[src/rtl/lap_recorder.sv]
// Lap/split-time capture for the stopwatch: stores up to DEPTH laps, freezes the
// display briefly after each capture and lets the user browse stored laps.
module lap_recorder #(
    parameter int unsigned DEPTH      = 8,
    parameter int unsigned TIME_W     = 24,
    parameter int unsigned HOLD_TICKS = 1000
) (
    input  logic                    clk,
    input  logic                    rst,
    input  logic                    clk_en,
    input  logic                    counting,
    input  logic                    reset_timer,
    input  logic [TIME_W-1:0]       time_in,
    input  logic                    lap_btn,
    input  logic                    recall_btn,
    output logic [TIME_W-1:0]       disp_time,
    output logic [3:0]              disp_lap_idx,
    output logic [$clog2(DEPTH):0]  lap_count,
    output logic                    lap_mode,
    output logic                    full
);

    localparam int unsigned PTR_W  = $clog2(DEPTH);
    localparam int unsigned CNT_W  = PTR_W + 1;
    localparam int unsigned HOLD_W = $clog2(HOLD_TICKS);

    typedef enum logic [1:0] {
        LIVE   = 2'd0,
        HOLD   = 2'd1,
        RECALL = 2'd2
    } state_t;

    state_t              state, state_n;
    logic [PTR_W-1:0]    wr_ptr, wr_ptr_n;
    logic [PTR_W-1:0]    rd_idx, rd_idx_n;
    logic [CNT_W-1:0]    lap_count_n;
    logic [HOLD_W-1:0]   hold_cnt, hold_cnt_n;
    logic                prev_lap, prev_rec;
    logic                tick_seen;
    logic                wr_en;
    logic                lap_edge, rec_edge, can_cap;
    logic [PTR_W-1:0]    last_idx;
    logic [TIME_W-1:0]   lap_mem [DEPTH];

    assign lap_edge = prev_lap & ~lap_btn;
    assign rec_edge = prev_rec & ~recall_btn;
    assign full     = (lap_count == CNT_W'(DEPTH));
    assign can_cap  = lap_edge & counting & ~full;
    assign last_idx = PTR_W'(lap_count - CNT_W'(1));

    // Next-state logic; everything except rst is qualified by clk_en.
    always_comb begin
        state_n     = state;
        wr_ptr_n    = wr_ptr;
        rd_idx_n    = rd_idx;
        lap_count_n = lap_count;
        hold_cnt_n  = hold_cnt;
        wr_en       = 1'b0;
        if (clk_en) begin
            if (reset_timer) begin
                state_n     = LIVE;
                wr_ptr_n    = '0;
                rd_idx_n    = '0;
                lap_count_n = '0;
                hold_cnt_n  = '0;
            end else begin
                case (state)
                    LIVE, HOLD: begin
                        if (can_cap) begin
                            wr_en       = 1'b1;
                            wr_ptr_n    = wr_ptr + PTR_W'(1);
                            lap_count_n = lap_count + CNT_W'(1);
                            hold_cnt_n  = HOLD_W'(HOLD_TICKS - 1);
                            state_n     = HOLD;
                        end else if (state == HOLD) begin
                            if (hold_cnt == '0) state_n = LIVE;
                            else                hold_cnt_n = hold_cnt - HOLD_W'(1);
                        end else if (rec_edge && lap_count != '0) begin
                            rd_idx_n = '0;
                            state_n  = RECALL;
                        end
                    end
                    RECALL: begin
                        if (rec_edge) begin
                            if (CNT_W'(rd_idx) == lap_count - CNT_W'(1)) begin
                                rd_idx_n = '0;
                                state_n  = LIVE;
                            end else begin
                                rd_idx_n = rd_idx + PTR_W'(1);
                            end
                        end
                    end
                    default: state_n = LIVE;
                endcase
            end
        end
    end

    always_ff @(posedge clk) begin
        if (rst) begin
            state     <= LIVE;
            wr_ptr    <= '0;
            rd_idx    <= '0;
            lap_count <= '0;
            hold_cnt  <= '0;
            prev_lap  <= 1'b1;
            prev_rec  <= 1'b1;
            tick_seen <= 1'b0;
        end else begin
            state     <= state_n;
            wr_ptr    <= wr_ptr_n;
            rd_idx    <= rd_idx_n;
            lap_count <= lap_count_n;
            hold_cnt  <= hold_cnt_n;
            if (clk_en) begin
                prev_lap  <= lap_btn;
                prev_rec  <= recall_btn;
                tick_seen <= 1'b1;
            end
        end
    end

    // Lap storage is never cleared; lap_count defines which entries are valid.
    always_ff @(posedge clk) begin
        if (wr_en) lap_mem[wr_ptr] <= time_in;
    end

    // Live time is blanked until the first tick so the display reads zero out of reset.
    always_comb begin
        disp_time    = '0;
        disp_lap_idx = '0;
        lap_mode     = 1'b0;
        case (state)
            LIVE: begin
                if (tick_seen) disp_time = time_in;
            end
            HOLD: begin
                disp_time    = lap_mem[last_idx];
                disp_lap_idx = 4'(lap_count);
                lap_mode     = 1'b1;
            end
            RECALL: begin
                disp_time    = lap_mem[rd_idx];
                disp_lap_idx = 4'(CNT_W'(rd_idx) + CNT_W'(1));
                lap_mode     = 1'b1;
            end
            default: ;
        endcase
    end

endmodule

[config.mk]
export PLATFORM = sky130hd
export DESIGN_NAME = lap_recorder
export DESIGN_NICKNAME = d
export VERILOG_FILES = /design/src/rtl/lap_recorder.sv
export SDC_FILE = /design/constraint.sdc
export NUM_CORES = 1
export LEC_CHECK = 0
export ABC_CLOCK_PERIOD_IN_PS = 4500
export BUFFER_PORTS_ARGS = -buffer_cell sky130_fd_sc_hd__buf_4
export CORE_MARGIN = 5
export CORE_UTILIZATION = 55
export CTS_CLUSTER_SIZE = 10
export DETAILED_ROUTE_END_ITERATION = 8
export GPL_TIMING_DRIVEN = 0
export PLACE_DENSITY = 0.85
export SYNTH_ARGS = -nofsm -noshare
export SYNTH_HDL_FRONTEND = slang
export SYNTH_SLANG_ARGS = --single-unit
[constraint.sdc]
create_clock -name clk -period 4.5 [get_ports clk]
set_clock_uncertainty 0.1 [all_clocks]
set_input_delay 0.45 -clock clk [delete_from_list [all_inputs] [get_ports clk]]
set_output_delay 0.45 -clock clk [all_outputs]
set_load 0.1 [all_outputs]
==> results.cfg, run 1 <==
[run_status]
status = finished, final reports clean

[sta]
max_clock_freq_mhz = 236
min_period_ps = 4240
period_share_pct = 94.2
finalMaxSlewViolations = 0
worst_slew_pin_slew_ps = 1020
finalSetupViolations = 0
rsz0062_at_grt = no
hold_viol = 0
max-slew-margin-rel_pct = 31.9

[floorplan]
die_x_um = 150
design.die.area_mm2 = 0.0224
start_util_pct = 55.5
fp.coreArea_mm2 = 0.0193
rows = 51
io-pin-count = 65
die_h_um = 150

[final_layout]
final_cells = 1010
final_util_pct = 64.5
final_nets = 775
layout_common_cells = 192 x edfxtp_1, 96 x mux4_2, 64 x buf_4
n_antenna_cell = 0
area_growth_pct = 16.1
final_common_cell = edfxtp_1
drive_above_1_share_pct = 39.5

[yosys]
postSynthAreaPerCell_um2 = 16.7
yosysSeqAreaShare_pct = 58.9
syn_inst = 644
ys_async_sr_fraction_pct = 0
synth_nets = 685
ys_types = 50
synth_area_mm2 = 0.0107
synth-seq-cells = 220
yosys_most_used_dff = edfxtp_1
synth_edf_count = 192
yosysWarnings = 0

[clock_tree]
clock-root-buffer = clkbuf_16
numCtsBuffers = 26
htreeDepth = 1
cts_setup_buffers = 0
path_clk_slew_ps = 60
holdBufCountCts = 0
cts.sinks = 220
cts_tree = built
clk_latency_ps = 510
clockBufferDepth = 3

[pwr]
p_seq_share_pct = 48.2
leakage_nw = 3.98
cellPowerDensity_mw_per_mm2 = 374
power_switching_mw = 1.14
pwr-share-comb_pct = 12.3
internal-power_mw = 3.52
power_mw = 4.66
swShare_pct = 24.4
clockPowerShare_pct = 39.5
ir_drop_mv = 0.308

[worst_setup_path]
cp-startpoint = lap_count[0]$_SDFFE_PP0P_
cp.required_ps = 3950
worstSetupPathType = flip-flop to primary output
worstSetupStartpointType = flip-flop
endpoint_kind = primary output
slowest_stage = a222oi_1
cp_max_fo = 18
critical_path.max_stage_delay_ps = 540
crit_chain = buf_4 > inv_1 > ha_2 > buf_4 > clkbuf_8 > mux4_2 > mux2_2 > a222oi_1 > nor2_2 > buf_4
cpMostUsedCell = buf_4
crit-reg2reg-launch = lap_count[0]$_SDFFE_PP0P_
crit_arrival_ps = 3690

[global_routing]
grt_pass1_wl_um = 43200
gr-total-overflow = 0
grt_pass1_vias = 7396
grtUsageTotal_pct = 25.6
grt_antenna_before_repair = 0
grt_max_degree = 25

[route]
remaining_drc_errors = 0
wire_per_inst_um = 27.8
drt_wl_total_um = 28100
num_vias = 6935
drt-initial-drc-count = 891
viasPerCell = 6.87
ant_nets = 0
drt-pass1-iter-count = 6

[min_path]
min-delay-start = recall_btn
hold_path.class = input pin to flip-flop

[placed_design]
port_buffers = 62
dp.cells = 973
dp_hpwl_um = 17200
gp_congestion = 0.871

[job]
cap_violations = 0
[logic make-up after synthesis]
| group | after synthesis | synth area share (%) |
|---|---|---|
| fa+ha+maj | 10 | 1.17 |
| xor+xnor | 13 | 1.20 |
| flops | 220 | 58.9 |
| simple gates | 119 | 5.47 |
| mux | 146 | 25.4 |
| compound gates | 78 | 5.65 |
| buf+inv | 58 | 2.20 |
[per-stage QoR]
stage	TNS, ps	cell area [um2]	hold slack, ps	setup slack, ps
after floorplan	0	10800	332	97.3
after global placement	-54540	11600	346	-354
after detailed placement	-969	11700	355	-170
after CTS	0	12500	57.2	75.5
after global routing	0	12500	72.4	99.8
final	0	12500	64.0	261
[flip-flops by register name (all words and copies together) (netlist names), named ones only]
signal and cells:
wr_ptr 3, hold_cnt 10, state 2, tick_seen 1
rd_idx 3, prev_rec 1, lap_count 4, lap_mem 192
prev_lap 1
[what timing repair did]
item,in CTS,in global routing
cloned,0,0
pin swaps,1,2
endpoints found under the setup margin,24,8
resized for setup,11,3
[worst max-delay path: cells and delay by family (launching register included)]
family                     cells  cell delay (ps)
buffers and inverters          5             1160
DFF                            1              400
adders and majority gates      1              410
muxes                          2              580
and+or+nand+nor                1               50
AOI/OAI and AO/OA              1              540
[power by group through the flow]
stage / Sequential, mW / Clock (mW) / Combinational (mW)
final: 2.24 / 1.84 / 0.574
after global routing: 2.24 / 1.94 / 0.603
after CTS: 2.24 / 1.85 / 0.570
after detailed placement: 2.29 / 0 / 0.565
after global placement: 2.28 / 0 / 0.541
after floorplan: 2.29 / 0 / 0.401
[synthesized netlist by cell type, types with 2 or more instances]
master	number	area, um2
a22oi_1	4	30.0
nand3_1	5	25.0
nand4b_1	3	26.3
a31oi_1	2	12.5
clkbuf_1	31	116
edfxtp_1	192	5770
dfxtp_1	28	561
nor3_1	10	50.1
o211ai_1	3	22.5
xor2_1	2	17.5
nor3b_1	3	22.5
mux4_2	96	2160
a21boi_0	3	22.5
a211oi_1	5	37.5
mux2i_1	2	20.0
ha_1	10	125
nand2_1	17	63.8
inv_1	12	45.0
o21ai_1	2	10.0
o21bai_1	2	15.0
nand3b_1	4	30.0
nand4_1	2	12.5
a222oi_1	24	240
nor2_1	50	188
o21ai_0	9	45.0
or2_2	2	12.5
or3_1	4	25.0
mux2_2	48	541
a21oi_1	15	75.1
nand2b_1	8	50.1
xnor2_1	10	87.6
nor2b_1	6	37.5
buf_2	12	60.1
buf_1	2	7.51
[layer usage]
| layer | vias to the layer above | share of wire [%] | routed length [um] | track usage (%) |
|---|---|---|---|---|
| li1 | 2842 | - | - | - |
| met1 | 3581 | 36 | 10200 | 33.1 |
| met2 | 451 | 52 | 14600 | 44.4 |
| met3 | 61 | 9.0 | 2540 | 4.18 |
| met4 | 0 | 2.6 | 740 | 8.92 |
| met5 | - | 0 | 0 | 0 |
[final cells by class]
class / instances / area (um2)
fill: 1321 / 6870
sequential: 220 / 6330
multi-input combinational: 366 / 4310
clock buffer: 38 / 717
timing repair buffer: 64 / 520
tap: 265 / 332
buffer: 44 / 206
inverter: 12 / 45.0
clock inverter: 1 / 8.76
[path summary, 6_finish.rpt]
check,to,slack [ps],depth (start not counted)
worst max-delay path,disp_time[3],260,10
worst min-delay path,prev_rec$_SDFFE_PP1P_,60,3
worst max register to register,lap_mem[0][6]$_DFFE_PP_,850,10
worst min register to register,hold_cnt[6]$_SDFFE_PP0P_,370,2
No activity file was read; power rests on OpenSTA's default activity.
==> inputs of run 2 (changes only) <==
Settings changed: CORE_UTILIZATION 55 to 61, PLACE_DENSITY 0.85 to 0.92.
==> run 2 against run 1 <==
Wire length increased by 2.2%. Setup slack got worse by 100 ps. Global-route usage increased by 3.2 points. Worst hold slack got worse by 12 ps. First-iteration DRC count increased by 15%. Total power increased by 0.45%. Combinational power increased by 0.9%. Via count increased by 3.5%. Largest cell class unchanged. Largest power group unchanged.
==> results.cfg, run 2 (synthesis results as in run 1) <==
[clock_tree]
clock-root-buffer = clkbuf_16
clockBufferDepth = 3
path_clk_slew_ps = 60
htreeDepth = 1
cts_setup_buffers = 0
cts.sinks = 220
cts_tree = built
numCtsBuffers = 26
clk_latency_ps = 530

[route]
ant_nets = 0
wire_per_inst_um = 29.6
drt-pass1-iter-count = 6
drt_wl_total_um = 28700
remaining_drc_errors = 0
num_vias = 7175
viasPerCell = 7.40
drt-initial-drc-count = 1022

[min_path]
hold_path.class = input pin to flip-flop

[sta]
rsz0062_at_grt = no
fin_ws_ps = 159
finalSetupViolations = 0
holdWs_ps = 52.2
worst_slew_pin_slew_ps = 1140
hold_viol = 0
max-slew-margin-rel_pct = 23.7
max_clock_freq_mhz = 230
period_share_pct = 96.5
min_period_ps = 4340
finalMaxSlewViolations = 0
fin_setup_tns_ps = 0

[worst_setup_path]
cp_max_fo = 18
cp.required_ps = 3950
worstSetupStartpointType = flip-flop
worstSetupPathType = flip-flop to primary output
crit_arrival_ps = 3790
endpoint_kind = primary output

[final_layout]
drive_above_1_share_pct = 39.8
layout_common_cells = 192 x edfxtp_1, 96 x mux4_2, 64 x buf_4
top_register = lap_mem
fill_cells = 1013
final_cells = 969
area_growth_pct = 15.7
final_common_cell = edfxtp_1
largest_reg_flops = 192
final_nets = 776
final_util_pct = 71.8
reg.largest.list = lap_mem: 192 flops, hold_cnt: 10 flops, lap_count: 4 flops
n_antenna_cell = 0
fin_area_mm2 = 0.0124

[pwr]
power_mw = 4.68
cellPowerDensity_mw_per_mm2 = 377
ir_drop_mv = 0.327
pwr-share-comb_pct = 12.4
power_switching_mw = 1.18
internal-power_mw = 3.50
clockPowerShare_pct = 39.7
leakage_nw = 3.97
swShare_pct = 25.2
p_seq_share_pct = 48.0

[global_routing]
gr-max-usage-layer = met2
grtUsageTotal_pct = 28.8
grt_pass1_vias = 7460
use_met3_pct = 7.13
grt_use_met1_pct = 36.7
grtUsageMet2_pct = 47.9
gr-total-overflow = 0
grt_antenna_before_repair = 0
grt_max_degree = 25
grt_pass1_wl_um = 44000

[floorplan]
design.die.area_mm2 = 0.0203
start_util_pct = 62.1
die_x_um = 143
fp.coreArea_mm2 = 0.0173
die_h_um = 143
io-pin-count = 65
rows = 48

[placed_design]
port_buffers = 62
gp_congestion = 0.834
dpl_cell_area_mm2 = 0.0117
dp_hpwl_um = 17400
post-place-ws_ps = -257
dp.cells = 934

[job]
cap_violations = 0

[run_status]
status = finished, final reports clean
-- run 2: changes by cell type in the layout (fill, tap and decap cells not counted) --
cell | before | now
clkinvlp_4 | 0 | 1
clkbuf_4 | 0 | 1
clkbuf_1 | 36 | 33
inv_6 | 1 | 0
clkbuf_16 | 27 | 26
buf_16 | 2 | 1
buf_8 | 0 | 2
clkinv_16 | 0 | 1
-- run 2: worst paths after layout --
path | end | cells past startpoint | slack (ps) | startpoint
worst max-delay path | disp_time[0] | 10 | 160 | lap_count[0]$_SDFFE_PP0P_
worst min-delay path | prev_rec$_SDFFE_PP1P_ | 3 | 50 | recall_btn
worst min register to register | prev_lap$_SDFFE_PP1P_ | 2 | 380 | prev_lap$_SDFFE_PP1P_
worst max register to register | lap_mem[1][1]$_DFFE_PP_ | 10 | 870 | lap_count[0]$_SDFFE_PP0P_
-- run 2: area by class of cell --
class                      count  area (um2)  share of cell area [%]
clock inverter                 2        37.5                   0.302
timing repair buffer          65         523                    4.21
inverter                      12        45.0                   0.363
clock buffer                  35         694                    5.59
sequential                   220        6330                    51.0
buffer                        44         200                    1.61
tap                          225         282                    2.27
multi-input combinational    366        4310                    34.7
-- run 2: power groups by stage --
| stage | clock network, mW | logic [mW] | registers [mW] |
|---|---|---|---|
| global route | 1.96 | 0.603 | 2.24 |
| CTS | 1.87 | 0.572 | 2.24 |
| detailed placement | 0 | 0.561 | 2.29 |
| floorplan | 0 | 0.401 | 2.29 |
| finish | 1.86 | 0.579 | 2.24 |
| global placement | 0 | 0.537 | 2.28 |
-- run 2: critical path, cell delays in order, from the launching register on --
cell and delay [ps]:
dfxtp_1 430, buf_6 270, inv_1 90, ha_2 430, buf_4 250, buf_4 270
mux4_2 350, mux2_2 290, a222oi_1 510, nor2_2 90, buf_4 280
-- run 2: metal layers --
layer	wire, um	up-vias
li1	-	2842
met1	9620	3571
met2	14300	651
met3	3440	111
met4	1310	0
met5	0	-
-- run 2: timing repair --
item                       CTS  global route
pin swaps                    1             2
resized for setup           11             2
hold buffers                 0             0
setup endpoints to repair   24             5
gates cloned                 0             0
